==> config.mk <==
export PLATFORM = sky130hd
export DESIGN_NAME = ysyx_22040895_lsu
export DESIGN_NICKNAME = d
export VERILOG_FILES = /design/src/rtl/ysyx_22040895_lsu_pkg.sv /design/src/rtl/ysyx_22040895_lsu_align.sv /design/src/rtl/ysyx_22040895_lsu.sv
export SDC_FILE = /design/constraint.sdc
export NUM_CORES = 1
export LEC_CHECK = 0
export CAP_MARGIN = 20
export CORE_AREA = 2 2 161 163
export CTS_CLUSTER_DIAMETER = 100
export CTS_CLUSTER_SIZE = 25
export DETAILED_ROUTE_END_ITERATION = 8
export DIE_AREA = 0 0 163 165
export DONT_BUFFER_PORTS = 1
export PLACE_DENSITY = 0.65
export SYNTH_ARGS = -nofsm -noshare
export SYNTH_HDL_FRONTEND = slang
export SYNTH_HIERARCHICAL = 1
export SYNTH_SLANG_ARGS = --single-unit
==> constraint.sdc <==
create_clock -name clk -period 2.6 [get_ports clk]
set_clock_uncertainty 0.05 [all_clocks]
set_input_delay 0.52 -clock clk [delete_from_list [all_inputs] [get_ports clk]]
set_output_delay 0.52 -clock clk [all_outputs]
set_load 0.01 [all_outputs]
==> src/rtl/ysyx_22040895_lsu_pkg.sv <==
// Shared definitions for the load/store unit.
//  - sl encodings      : SL_NONE / SL_STORE / SL_LOAD (11 also means "none")
//  - munit encodings   : MU_B / MU_H / MU_W / MU_D (access size 1/2/4/8 bytes)
//  - lsu_state_e       : FSM state encoding (IDLE, REQ, RESP, DONE)
//  - XLEN / MASK_W     : default datapath and byte-strobe widths
//  - is_misaligned()   : natural-alignment check for an access
package ysyx_22040895_lsu_pkg;

  localparam int XLEN   = 64;
  localparam int MASK_W = XLEN / 8;

  localparam logic [1:0] SL_NONE  = 2'b00;
  localparam logic [1:0] SL_STORE = 2'b01;
  localparam logic [1:0] SL_LOAD  = 2'b10;

  localparam logic [1:0] MU_B = 2'b00;
  localparam logic [1:0] MU_H = 2'b01;
  localparam logic [1:0] MU_W = 2'b10;
  localparam logic [1:0] MU_D = 2'b11;

  typedef enum logic [1:0] {
    ST_IDLE = 2'b00,
    ST_REQ  = 2'b01,
    ST_RESP = 2'b10,
    ST_DONE = 2'b11
  } lsu_state_e;

  // An access is misaligned when the address is not a multiple of its size.
  function automatic logic is_misaligned(input logic [2:0] off, input logic [1:0] munit);
    logic mis;
    unique case (munit)
      MU_B:    mis = 1'b0;
      MU_H:    mis = off[0];
      MU_W:    mis = |off[1:0];
      default: mis = |off;
    endcase
    return mis;
  endfunction

endpackage

==> src/rtl/ysyx_22040895_lsu_align.sv <==
// Combinational lane alignment for the LSU.
// Ports:
//  off_i      : byte offset of the access inside the 8-byte beat
//  size_i     : access size (munit encoding)
//  unsigned_i : 1 = zero-extend loads (ignored for doubles)
//  wdata_i    : store data, value in the low bytes
//  rdata_i    : aligned 8-byte read beat from memory
//  wmask_o    : byte strobes for the store
//  wdata_o    : store data moved onto its byte lanes
//  rdata_o    : load value extracted from its lanes and extended to XLEN
module ysyx_22040895_lsu_align
  import ysyx_22040895_lsu_pkg::*;
#(
  parameter int XLEN   = 64,
  parameter int MASK_W = XLEN / 8
) (
  input  logic [2:0]        off_i,
  input  logic [1:0]        size_i,
  input  logic              unsigned_i,
  input  logic [XLEN-1:0]   wdata_i,
  input  logic [XLEN-1:0]   rdata_i,
  output logic [MASK_W-1:0] wmask_o,
  output logic [XLEN-1:0]   wdata_o,
  output logic [XLEN-1:0]   rdata_o
);

  logic [5:0]        bit_sh;
  logic [MASK_W-1:0] base_mask;
  logic [XLEN-1:0]   rd_sh;

  assign bit_sh = {off_i, 3'b000};

  always_comb begin
    base_mask = '0;
    unique case (size_i)
      MU_B:    base_mask = MASK_W'(8'h01);
      MU_H:    base_mask = MASK_W'(8'h03);
      MU_W:    base_mask = MASK_W'(8'h0F);
      default: base_mask = MASK_W'(8'hFF);
    endcase
  end

  assign wmask_o = base_mask << off_i;
  assign wdata_o = wdata_i << bit_sh;
  assign rd_sh   = rdata_i >> bit_sh;

  always_comb begin
    rdata_o = '0;
    unique case (size_i)
      MU_B: rdata_o = unsigned_i ? {{(XLEN-8){1'b0}}, rd_sh[7:0]}
                                 : {{(XLEN-8){rd_sh[7]}}, rd_sh[7:0]};
      MU_H: rdata_o = unsigned_i ? {{(XLEN-16){1'b0}}, rd_sh[15:0]}
                                 : {{(XLEN-16){rd_sh[15]}}, rd_sh[15:0]};
      MU_W: rdata_o = unsigned_i ? {{(XLEN-32){1'b0}}, rd_sh[31:0]}
                                 : {{(XLEN-32){rd_sh[31]}}, rd_sh[31:0]};
      default: rdata_o = rd_sh;
    endcase
  end

endmodule

==> src/rtl/ysyx_22040895_lsu.sv <==
// Load/store unit between EX and WB: one data-memory access per request.
// Ports:
//  clk, rst (sync, active low)
//  start/sl/munit/unsigned/mwe/addr/wdata *_i_lsu : request from EX (sampled in IDLE)
//  busy/done/rdata/misalign *_o_lsu               : status and load result to the pipeline
//  mem_req_* / mem_rsp_*                          : valid/ready memory port, 8-byte beats
//  dbg_state_o_lsu                                : current FSM state
// Handshake: a request is transferred on a cycle where mem_req_valid and
// mem_req_ready are both high; valid and every request field stay stable
// until that cycle. Read data is taken only in RESP, i.e. no earlier than the
// cycle after the request was accepted.
module ysyx_22040895_lsu
  import ysyx_22040895_lsu_pkg::*;
#(
  parameter int XLEN   = 64,
  parameter int MASK_W = XLEN / 8
) (
  input  logic              clk,
  input  logic              rst,
  input  logic              start_i_lsu,
  input  logic [1:0]        sl_i_lsu,
  input  logic [1:0]        munit_i_lsu,
  input  logic              unsigned_i_lsu,
  input  logic              mwe_i_lsu,
  input  logic [XLEN-1:0]   addr_i_lsu,
  input  logic [XLEN-1:0]   wdata_i_lsu,
  output logic              busy_o_lsu,
  output logic              done_o_lsu,
  output logic [XLEN-1:0]   rdata_o_lsu,
  output logic              misalign_o_lsu,
  output logic              mem_req_valid_o_lsu,
  input  logic              mem_req_ready_i_lsu,
  output logic              mem_we_o_lsu,
  output logic [XLEN-1:0]   mem_addr_o_lsu,
  output logic [MASK_W-1:0] mem_wmask_o_lsu,
  output logic [XLEN-1:0]   mem_wdata_o_lsu,
  input  logic              mem_rsp_valid_i_lsu,
  input  logic [XLEN-1:0]   mem_rdata_i_lsu,
  output lsu_state_e        dbg_state_o_lsu
);

  lsu_state_e      state_q, state_d;
  logic [XLEN-1:0] addr_q, addr_d;
  logic [1:0]      size_q, size_d;
  logic            uns_q, uns_d;
  logic [XLEN-1:0] wdata_q, wdata_d;
  logic            we_q, we_d;
  logic            mis_q, mis_d;
  logic [XLEN-1:0] rdata_q, rdata_d;

  logic [MASK_W-1:0] wmask_al;
  logic [XLEN-1:0]   wdata_al;
  logic [XLEN-1:0]   rdata_ext;

  ysyx_22040895_lsu_align #(.XLEN(XLEN), .MASK_W(MASK_W)) u_align (
    .off_i      (addr_q[2:0]),
    .size_i     (size_q),
    .unsigned_i (uns_q),
    .wdata_i    (wdata_q),
    .rdata_i    (mem_rdata_i_lsu),
    .wmask_o    (wmask_al),
    .wdata_o    (wdata_al),
    .rdata_o    (rdata_ext)
  );

  always_ff @(posedge clk) begin
    if (!rst) begin
      state_q <= ST_IDLE;
      addr_q  <= '0;
      size_q  <= '0;
      uns_q   <= 1'b0;
      wdata_q <= '0;
      we_q    <= 1'b0;
      mis_q   <= 1'b0;
      rdata_q <= '0;
    end else begin
      state_q <= state_d;
      addr_q  <= addr_d;
      size_q  <= size_d;
      uns_q   <= uns_d;
      wdata_q <= wdata_d;
      we_q    <= we_d;
      mis_q   <= mis_d;
      rdata_q <= rdata_d;
    end
  end

  always_comb begin
    state_d = state_q;
    addr_d  = addr_q;
    size_d  = size_q;
    uns_d   = uns_q;
    wdata_d = wdata_q;
    we_d    = we_q;
    mis_d   = mis_q;
    rdata_d = rdata_q;
    unique case (state_q)
      ST_IDLE: begin
        if (start_i_lsu) begin
          mis_d = 1'b0;
          if (sl_i_lsu == SL_STORE || sl_i_lsu == SL_LOAD) begin
            addr_d  = addr_i_lsu;
            size_d  = munit_i_lsu;
            uns_d   = unsigned_i_lsu;
            wdata_d = wdata_i_lsu;
            we_d    = mwe_i_lsu;
            if (is_misaligned(addr_i_lsu[2:0], munit_i_lsu)) begin
              mis_d   = 1'b1;
              state_d = ST_DONE;
            end else begin
              state_d = ST_REQ;
            end
          end else begin
            // No memory operation: complete immediately, rdata untouched.
            state_d = ST_DONE;
          end
        end
      end
      ST_REQ: begin
        if (mem_req_ready_i_lsu) begin
          state_d = we_q ? ST_DONE : ST_RESP;
        end
      end
      ST_RESP: begin
        if (mem_rsp_valid_i_lsu) begin
          rdata_d = rdata_ext;
          state_d = ST_DONE;
        end
      end
      default: state_d = ST_IDLE;
    endcase
  end

  assign busy_o_lsu          = (state_q != ST_IDLE);
  assign done_o_lsu          = (state_q == ST_DONE);
  assign misalign_o_lsu      = (state_q == ST_DONE) && mis_q;
  assign rdata_o_lsu         = rdata_q;
  assign mem_req_valid_o_lsu = (state_q == ST_REQ);
  assign mem_we_o_lsu        = we_q;
  assign mem_addr_o_lsu      = {addr_q[XLEN-1:3], 3'b000};
  assign mem_wmask_o_lsu     = (state_q == ST_REQ && we_q) ? wmask_al : '0;
  assign mem_wdata_o_lsu     = wdata_al;
  assign dbg_state_o_lsu     = state_q;

endmodule

==> impl_metrics.tcl <==
set metrics [dict create \
    status "completed" \
    initial_core_util_pct 49.5 \
    synth-seq-cells 199 \
    finalCritPeriodShare_pct 96.9 \
    p_int_w 0.00590 \
    ys_types 51 \
    p_leak_nw 4.42 \
    cap_violations 0 \
    slew_headroom_pct 48.3 \
    fillers 2419 \
    powerDensity_mw_per_mm2 748 \
    track_usage_pct 27.1 \
    post-route-util_pct 51.2 \
    dr.pass1.iters 5 \
    regArea_mm2 0.00400 \
    first_global_vias 9719 \
    switching_share_pct 38.5 \
    slew_violations 0 \
    cp.required_ns 2.03 \
    power_w 0.00959 \
    cp_max_fo 55 \
    antenna_found_initial 1 \
    fmax_ghz 0.397 \
    seqPwrFrac_pct 40.9 \
    synth_ff_type "dfxtp_1" \
    hpwl_um 27500 \
    yosysTopAreaCellShare_pct 32.1 \
    wl_met3_um 3850 \
    pin_count 410 \
    avgSynthCellArea_um2 7.96 \
    overflow 0 \
    power_frac_comb_pct 31.0 \
    yosys_warnings 6 \
    top_layer "met4" \
    syn_to_final_growth_pct 3.38 \
    crit_type "flop to primary output" \
    routabilityCongestion 0.930 \
    avgViaCountPerCell 5.84 \
    power.switching_w 0.00370 \
    yosysSeqAreaShare_pct 32.1 \
    worst_slew_pin_slew_ns 0.772 \
    clk_pin_slew_ns 0.09 \
    dieArea_mm2 0.0269 \
    finalSetupViolCount 0 \
    peakVddDrop_mv 0.396 \
    cp-end-kind "primary output" \
    yosysTopAreaCell "dfxtp_1" \
    insertion_delay_ns 0.44 \
    netlist_instances 1557 \
    worstPathArrival_ns 1.95 \
    vias 10433 \
    core_mm2 0.0250 \
    mostFrequentLayoutCells "nand2_1, dfxtp_1, a21boi_0" \
    postCtsHoldBufs 0 \
    synth-edff-count 0 \
    drcViolationCount 0 \
    startpoint_type "flop" \
    holdCritPathClass "input pin to flop" \
    final_nets 1649 \
    design_area_mm2 0.0128 \
    fin_crit_ns 2.52 \
    ant_nets 0 \
    layout_commonest_cell "nand2_1" \
    cts-root-buf "clkbuf_16" \
    hold_viol 0 \
    grt_pass1_wl_um 56200 \
    synth_area_mm2 0.0124 \
    async_flop_share_pct 0 \
    synthTopCellsByArea "dfxtp_1, nand2_1, mux2i_1" \
    grt_max_degree 202 \
    wl_per_cell_um 21.5 \
    cts_buffer_depth 2 \
    fp-row-count 58 \
    numCtsBuffers 17 \
    htree_levels 4 \
    die_x_um 163 \
    layout-drive-gt1-share_pct 12.6 \
    p_clk_share_pct 28.0 \
    multi_input_area_mm2 0.00715 \
    drt_iter0_drc 805 \
    finalWirelength_um 38400 \
    io_buffers 0 \
    met2WireLength_um 19300 \
    wl_met1_um 14100 \
    clock_sinks 199 \
    placed_area_mm2 0.0121 \
    die_h_um 165 \
    cts_tree "built" \
]
-- registers in the layout, indices dropped and copies added, names as in the netlist --
register         count
addr_q              64
dbg_state_o_lsu      2
mem_we_o_lsu         1
mis_q                1
rdata_o_lsu         64
size_q               2
uns_q                1
wdata_q             64
-- final cells by class --
cell class              count  area share (%)
flip-flops and latches    199            31.2
multi-input cells        1152            55.8
clock buffers              18            3.35
clock inverters            14            1.17
diodes                      1          0.0195
inverters                   6           0.176
repair buffers             66            5.08
well taps                 330            3.22
-- synthesized netlist by cell type, types with 3 or more instances --
cell type,count
a21boi_1,80
clkbuf_1,41
mux2_4,7
nand2b_1,6
a21oi_1,29
o2bb2ai_1,16
a211o_1,7
dfxtp_1,199
ha_1,4
o211ai_1,8
nor2_1,60
a211oi_1,3
mux2_2,48
o21ai_0,44
buf_2,43
buf_6,18
nand3_1,22
a32oi_1,7
o22ai_1,17
a21boi_0,118
mux2i_1,104
nor2b_1,12
mux4_2,13
buf_1,14
and3_1,9
nand2_1,467
inv_1,6
nand4_1,34
and2_1,10
buf_4,86
-- path summary, 6_finish.rpt --
| kind | start | end | slack (ns) | depth (start not counted) |
|---|---|---|---|---|
| max | addr_q[0] | mem_wmask_o_lsu[0] | 0.08 | 3 |
| min | addr_i_lsu[24] | addr_q[24] | 0.14 | 2 |
| max reg2reg | addr_q[0] | rdata_o_lsu[38] | 0.27 | 8 |
| min reg2reg | wdata_q[58] | wdata_q[58] | 0.41 | 2 |
-- kinds of logic after synthesis --
family / count (synthesis) / synth area share [%]
other: 1 / 0.0302
muxes: 174 / 16.4
xor gates and xnor gates: 1 / 0.131
and+or+nand+nor: 631 / 21.2
buffers and inverters: 208 / 10.4
DFF: 199 / 32.1
AOI/OAI and AO/OA: 339 / 19.3
adders and majority gates: 4 / 0.404
-- repair_timing --
| action | in CTS | in global routing |
|---|---|---|
| resized for setup | 4 | 8 |
| gates cloned | 0 | 1 |
| setup endpoints to repair | 43 | 22 |
| setup buffers | 2 | 5 |
-- routing by layer --
| metal | vias up | GRT usage [%] |
|---|---|---|
| met4 | 0 | 11.5 |
| met3 | 69 | 10.0 |
| met5 | - | 0 |
| met1 | 4912 | 29.5 |
| met2 | 430 | 47.3 |
| li1 | 5022 | - |
-- worst max-delay path, cell delays in order (launching register included) --
cell and delay (ns):
dfxtp_4 0.40, clkbuf_16 0.26, nor3_4 0.54, and3_1 0.29
-- power by group through the flow --
stage	clock (W)	combinational (W)	sequential, W
after CTS	0.00276	0.00293	0.00394
after detailed placement	0	0.00289	0.00402
after global placement	0	0.00284	0.00401
final	0.00269	0.00298	0.00393
after global routing	0.00289	0.00329	0.00398
after floorplan	0	0.00259	0.00375
-- per-stage QoR --
stage / hold WS [ns] / setup WS, ns / setup TNS, ns / std cells
6_report: 0.144 / 0.0798 / 0 / 1786
5_1_grt: 0.124 / -0.000265 / -0.000265 / 1786
4_1_cts: 0.130 / 0.00844 / 0 / 1779
3_5_place_dp: 0.396 / 0.271 / 0 / 1745
3_3_place_gp: 0.392 / 0.339 / 0 / 1745
2_1_floorplan: 0.379 / 0.455 / 0 / 1559
No activity file was read; power rests on OpenSTA's default activity.
